[src/rtl/trap_sequencer.sv]
// trap_sequencer: machine-mode trap entry / mret sequencer.
// Qualifies timer/external interrupts against mstatus.MIE and mie, then issues
// the CSR writes (mepc, mcause, mstatus) one per cycle and redirects the PC.
// An mret restores mstatus and then redirects to mepc.
//
// Handshake: there is no ready/valid pairing here. The CSR write port is a
// fire-and-forget strobe (csr_we_o qualifies csr_addr_o/csr_wdata_o in the same
// cycle, with both held at zero when csr_we_o is low); redirect_o and flush_o
// are single-cycle pulses; stall_o is a level held for the whole sequence.
//
// Optional build macro: TRAP_VECTORED_EN enables vectored trap targets when
// mtvec mode bits are 2'b01. Without it the target is always the mtvec base.
module trap_sequencer #(
  parameter int DW    = 32,
  parameter int ADDRW = 12
) (
  input  logic             clk_i,
  input  logic             rst_ni,
  input  logic             t_intr_i,
  input  logic             e_intr_i,
  input  logic             is_mret_i,
  input  logic [DW-1:0]    pc_i,
  input  logic [DW-1:0]    mstatus_i,
  input  logic [DW-1:0]    mie_i,
  input  logic [DW-1:0]    mtvec_i,
  input  logic [DW-1:0]    mepc_i,
  output logic             csr_we_o,
  output logic [ADDRW-1:0] csr_addr_o,
  output logic [DW-1:0]    csr_wdata_o,
  output logic             stall_o,
  output logic             flush_o,
  output logic             redirect_o,
  output logic [DW-1:0]    redirect_pc_o
);

  typedef enum logic [2:0] {
    IDLE        = 3'd0,
    SAVE_EPC    = 3'd1,
    SAVE_CAUSE  = 3'd2,
    SAVE_STATUS = 3'd3,
    TRAP_JUMP   = 3'd4,
    MRET_STATUS = 3'd5,
    MRET_JUMP   = 3'd6
  } state_t;

  localparam logic [DW-1:0]    CAUSE_EXT    = {1'b1, {(DW-5){1'b0}}, 4'hB};
  localparam logic [DW-1:0]    CAUSE_TMR    = {1'b1, {(DW-5){1'b0}}, 4'h7};
  localparam logic [ADDRW-1:0] ADDR_MSTATUS = ADDRW'(12'h300);
  localparam logic [ADDRW-1:0] ADDR_MEPC    = ADDRW'(12'h341);
  localparam logic [ADDRW-1:0] ADDR_MCAUSE  = ADDRW'(12'h342);

  // FSM state is visible hierarchically (dut.state) for checkers.
  state_t        state;
  state_t        state_next;
  logic [DW-1:0] saved_pc;
  logic [DW-1:0] saved_cause;

  logic          int_ext;
  logic          int_tmr;
  logic          take;
  logic          mret_req;
  logic          start_trap;
  logic [DW-1:0] trap_base;
  logic [DW-1:0] trap_target;
  logic          unused_bits;

  // Interrupt qualification; gated with reset so all outputs read 0 in reset.
  always_comb begin
    int_ext    = e_intr_i & mie_i[11];
    int_tmr    = t_intr_i & mie_i[7];
    take       = rst_ni & mstatus_i[3] & (int_ext | int_tmr);
    mret_req   = rst_ni & is_mret_i;
    start_trap = (state == IDLE) & take & ~mret_req;
  end

  // Trap target: mtvec base, optionally offset by 4*cause in vectored mode.
  always_comb begin
    trap_base = {mtvec_i[DW-1:2], 2'b00};
`ifdef TRAP_VECTORED_EN
    if (mtvec_i[1:0] == 2'b01) begin
      trap_target = trap_base + {saved_cause[DW-3:0], 2'b00};
    end else begin
      trap_target = trap_base;
    end
`else
    trap_target = trap_base;
`endif
  end

  // Only the MIE/MTIE/MEIE bits of the inputs matter; the rest is ignored.
  assign unused_bits = ^{mie_i[DW-1:12], mie_i[10:8], mie_i[6:0], mtvec_i[1:0],
                         saved_cause[DW-1:DW-2]};

  // State register.
  always_ff @(posedge clk_i or negedge rst_ni) begin
    if (!rst_ni) begin
      state <= IDLE;
    end else begin
      state <= state_next;
    end
  end

  // Latch PC and cause when a trap is accepted; external wins over timer.
  always_ff @(posedge clk_i or negedge rst_ni) begin
    if (!rst_ni) begin
      saved_pc    <= '0;
      saved_cause <= '0;
    end else if (start_trap) begin
      saved_pc    <= pc_i;
      saved_cause <= int_ext ? CAUSE_EXT : CAUSE_TMR;
    end
  end

  // Next-state and Moore outputs; flush and IDLE stall follow the request inputs.
  always_comb begin
    state_next    = state;
    csr_we_o      = 1'b0;
    csr_addr_o    = '0;
    csr_wdata_o   = '0;
    stall_o       = 1'b1;
    flush_o       = 1'b0;
    redirect_o    = 1'b0;
    redirect_pc_o = '0;
    case (state)
      IDLE: begin
        stall_o = 1'b0;
        if (mret_req) begin
          stall_o    = 1'b1;
          state_next = MRET_STATUS;
        end else if (take) begin
          stall_o    = 1'b1;
          flush_o    = 1'b1;
          state_next = SAVE_EPC;
        end
      end
      SAVE_EPC: begin
        csr_we_o    = 1'b1;
        csr_addr_o  = ADDR_MEPC;
        csr_wdata_o = saved_pc;
        state_next  = SAVE_CAUSE;
      end
      SAVE_CAUSE: begin
        csr_we_o    = 1'b1;
        csr_addr_o  = ADDR_MCAUSE;
        csr_wdata_o = saved_cause;
        state_next  = SAVE_STATUS;
      end
      SAVE_STATUS: begin
        csr_we_o           = 1'b1;
        csr_addr_o         = ADDR_MSTATUS;
        csr_wdata_o        = mstatus_i;
        csr_wdata_o[7]     = mstatus_i[3];
        csr_wdata_o[3]     = 1'b0;
        csr_wdata_o[12:11] = 2'b11;
        state_next         = TRAP_JUMP;
      end
      TRAP_JUMP: begin
        redirect_o    = 1'b1;
        redirect_pc_o = trap_target;
        state_next    = IDLE;
      end
      MRET_STATUS: begin
        csr_we_o       = 1'b1;
        csr_addr_o     = ADDR_MSTATUS;
        csr_wdata_o    = mstatus_i;
        csr_wdata_o[3] = mstatus_i[7];
        csr_wdata_o[7] = 1'b1;
        state_next     = MRET_JUMP;
      end
      MRET_JUMP: begin
        redirect_o    = 1'b1;
        redirect_pc_o = mepc_i;
        state_next    = IDLE;
      end
      default: begin
        state_next = IDLE;
      end
    endcase
  end

endmodule
[config.mk]
export PLATFORM = sky130hd
export DESIGN_NAME = trap_sequencer
export DESIGN_NICKNAME = d
export VERILOG_FILES = /design/src/rtl/trap_sequencer.sv
export SDC_FILE = /design/constraint.sdc
export NUM_CORES = 1
export LEC_CHECK = 0
export CAP_MARGIN = 20
export CORE_AREA = 2 2 96 98
export CTS_BUF_LIST = sky130_fd_sc_hd__clkbuf_4 sky130_fd_sc_hd__clkbuf_8 sky130_fd_sc_hd__clkbuf_16
export DETAILED_ROUTE_END_ITERATION = 6
export DIE_AREA = 0 0 98 100
export GPL_ROUTABILITY_DRIVEN = 0
export PLACE_DENSITY_LB_ADDON = 0.05
export SLEW_MARGIN = 40
export SYNTH_ARGS = -nofsm -noshare
export SYNTH_HDL_FRONTEND = slang
export SYNTH_SLANG_ARGS = --single-unit
[constraint.sdc]
create_clock -name clk_i -period 3 [get_ports clk_i]
set_clock_uncertainty 0.1 [all_clocks]
set_input_delay 0.45 -clock clk_i [delete_from_list [all_inputs] [get_ports clk_i]]
set_output_delay 0.45 -clock clk_i [all_outputs]
set_load 0.1 [all_outputs]
==> metrics.csv <==
metric;value;unit
Setup crit start;state[1]$_DFFE_PN0P_;
buffers added on ports;205;
DIE AREA;0.00980;mm²
Final #Nets;574;
CP required;2450;ps
maximum fanout along the worst path;22;
Die Y;100;µm
main flop type after synthesis;dfrtp_1;
final worst setup slack;317;ps
Synth Instances;213;
Reg clk slew, reported paths;80;ps
drt via density;4.82;
EDFF count, synth;0;
yosys warns;0;
Netlist cell types;34;
GRT overflow;0;
footprint of the multi-input gates;0.00137;mm²
Starting Density;28.2;%
Post-Place Setup Slack;420;ps
number of CTS-inserted buffers;5;
1st-iter DRT viols;63;
core area;0.00889;mm²
mapped cell area;0.00251;mm²
final setup fails;0;
outcome;complete, no violations;
Hold WS;174;ps
Setup crit start kind;flip-flop;
First-pass DRT Iterations;4;
Yosys reg bits;38;
# H-tree levels;2;
first-pass GRT wire length;13700;µm
largest net degree at the start of global routing;41;
Tcrit/Tclk final;89.4;%
setup bufs post-CTS;0;
routed vias;2509;
Syn Area/Cell;11.8;µm²
CTS tree;built;
FF+latch area;951;µm²
CP Data Arrival Time;2130;ps
vias in the first global route;2543;
final WL;8920;µm
unrepaired setup endpoints after global routing;false;
Final Instance Area;0.00534;mm²
Worst Tran Pin Value;594;ps
CTS Sinks;38;
crit path kind;flip-flop to output pin;
gr usage total;17.2;%
final hold vios;0;
Critical R2R Launch;state[1]$_DFFE_PN0P_;
max_cap viols;0;
most common cell after layout, fill and taps aside;clkdlybuf4s50_1;
antenna cells;0;
Die W;98;µm
dpl cell area;0.00524;mm²
root buf cell;clkbuf_8;
DP Wirelength;6930;µm
Max Clk Rate;373;MHz
max-slew violations;0;
commonest non-fill, non-tap cells in the layout;131 x clkdlybuf4s50_1, 68 x buf_12, 55 x a22o_1;
worst skew pair latency;290;ps
post-route ant nets;0;
Pwr Density;1320;mW/mm²
DR DRC count;0;
Worst VDD drop;0.000961;V
post-synthesis sequential area ratio;37.9;%
Clock Tree Buf Depth;2;
routed len/inst;17.1;µm
Hold Crit Class;primary input to async pin;
Tmin final;2680;ps
Final Util;60.0;%
Layout fillers;728;
post-cts hold buffer count;0;
CP Capture Type;output pin;
share of layout cells above drive strength 1;32.2;%
worst relative slew slack;60.4;%
I/O pin total;245;
Post-CTS Resized;0;
row count;35;
Post-synth ARST share;100;%
leakage;2.24;nW
area grow syn2layout;113;%
antenna violations before repair;0;
final timing paths:
check / slack, ps / cells after the start / endpoint
setup / recovery: 320 / 4 / flush_o
hold / removal: 170 / 2 / saved_cause[3]$_DFFE_PN0P_
setup reg to reg: 720 / 4 / saved_pc[4]$_DFFE_PN0P_
hold reg to reg: 410 / 1 / saved_pc[3]$_DFFE_PN0P_
max in group asynchronous: 2270 / 2 / saved_pc[25]$_DFFE_PN0P_
min in group clk_i: 410 / 1 / saved_pc[3]$_DFFE_PN0P_
report_power, final:
group	total [mW]	switching [mW]	leakage (nW)	internal (mW)
Combinational	5.70	3.63	1.73	2.07
Sequential	0.972	0.210	0.465	0.762
Clock	0.379	0.194	0.0472	0.185
layout make-up:
type	instances	share of cell area [%]
clock inverter	2	0.234
inverter	3	0.211
multi-input combinational	148	25.6
clock buffer	6	1.55
timing repair buffer	213	52.0
sequential	38	17.8
tap	111	2.60
stage by stage:
step	TNS, ps	total power [mW]	instances
after floorplan	-973	4.77	219
after global placement	0	6.69	513
after detailed placement	0	6.71	513
after CTS	0	7.11	521
after global routing	0	7.30	521
final	0	7.05	521
worst max-delay path: stages, from the launching register on:
cell and delay, ps:
dfrtp_1 600, a2111o_1 530, nor3b_4 250, buf_12 240, buf_12 200
cells in the mapped netlist (3+ instances only):
master     count  area share [%]
inv_1          3            0.45
buf_2          5             1.0
mux2_2        10             4.5
o21ai_0        3            0.60
nand2_1        6            0.90
a22oi_1        4             1.2
mux2_4        27              16
dfrtp_1       38              38
and2_1         6             1.5
buf_12         3             2.4
a22o_1        55              19
clkbuf_1      11             1.6
nor2b_1        4             1.0
nor2_1         3            0.45
buf_4          9             2.7
o2bb2ai_1      4             1.4
per-layer routing:
layer  global-route usage [%]  wire length [µm]  vias to the layer above
met5                        0                 0                        -
met4                     3.74                82                        0
met3                     5.36               756                        8
met2                     29.6              4510                      117
met1                     21.4              3560                     1196
li1                         -                 -                     1188
cell families (layout without fill, tap and decap cells):
family / Yosys count / count (layout) / share of synthesized area, %
flip-flops: 38 / 38 / 37.9
buffers and inverters: 33 / 224 / 9.08
AND/OR/NAND/NOR: 25 / 25 / 5.64
AO/OA/AOI/OAI: 77 / 77 / 25.8
multiplexers: 39 / 39 / 21.4
other: 1 / 7 / 0.149
registers in the layout (all words and copies together), names as in the netlist:
name	count
saved_pc	32
state	3
saved_cause	3
Note: power is estimated with default switching activity, not from simulation.
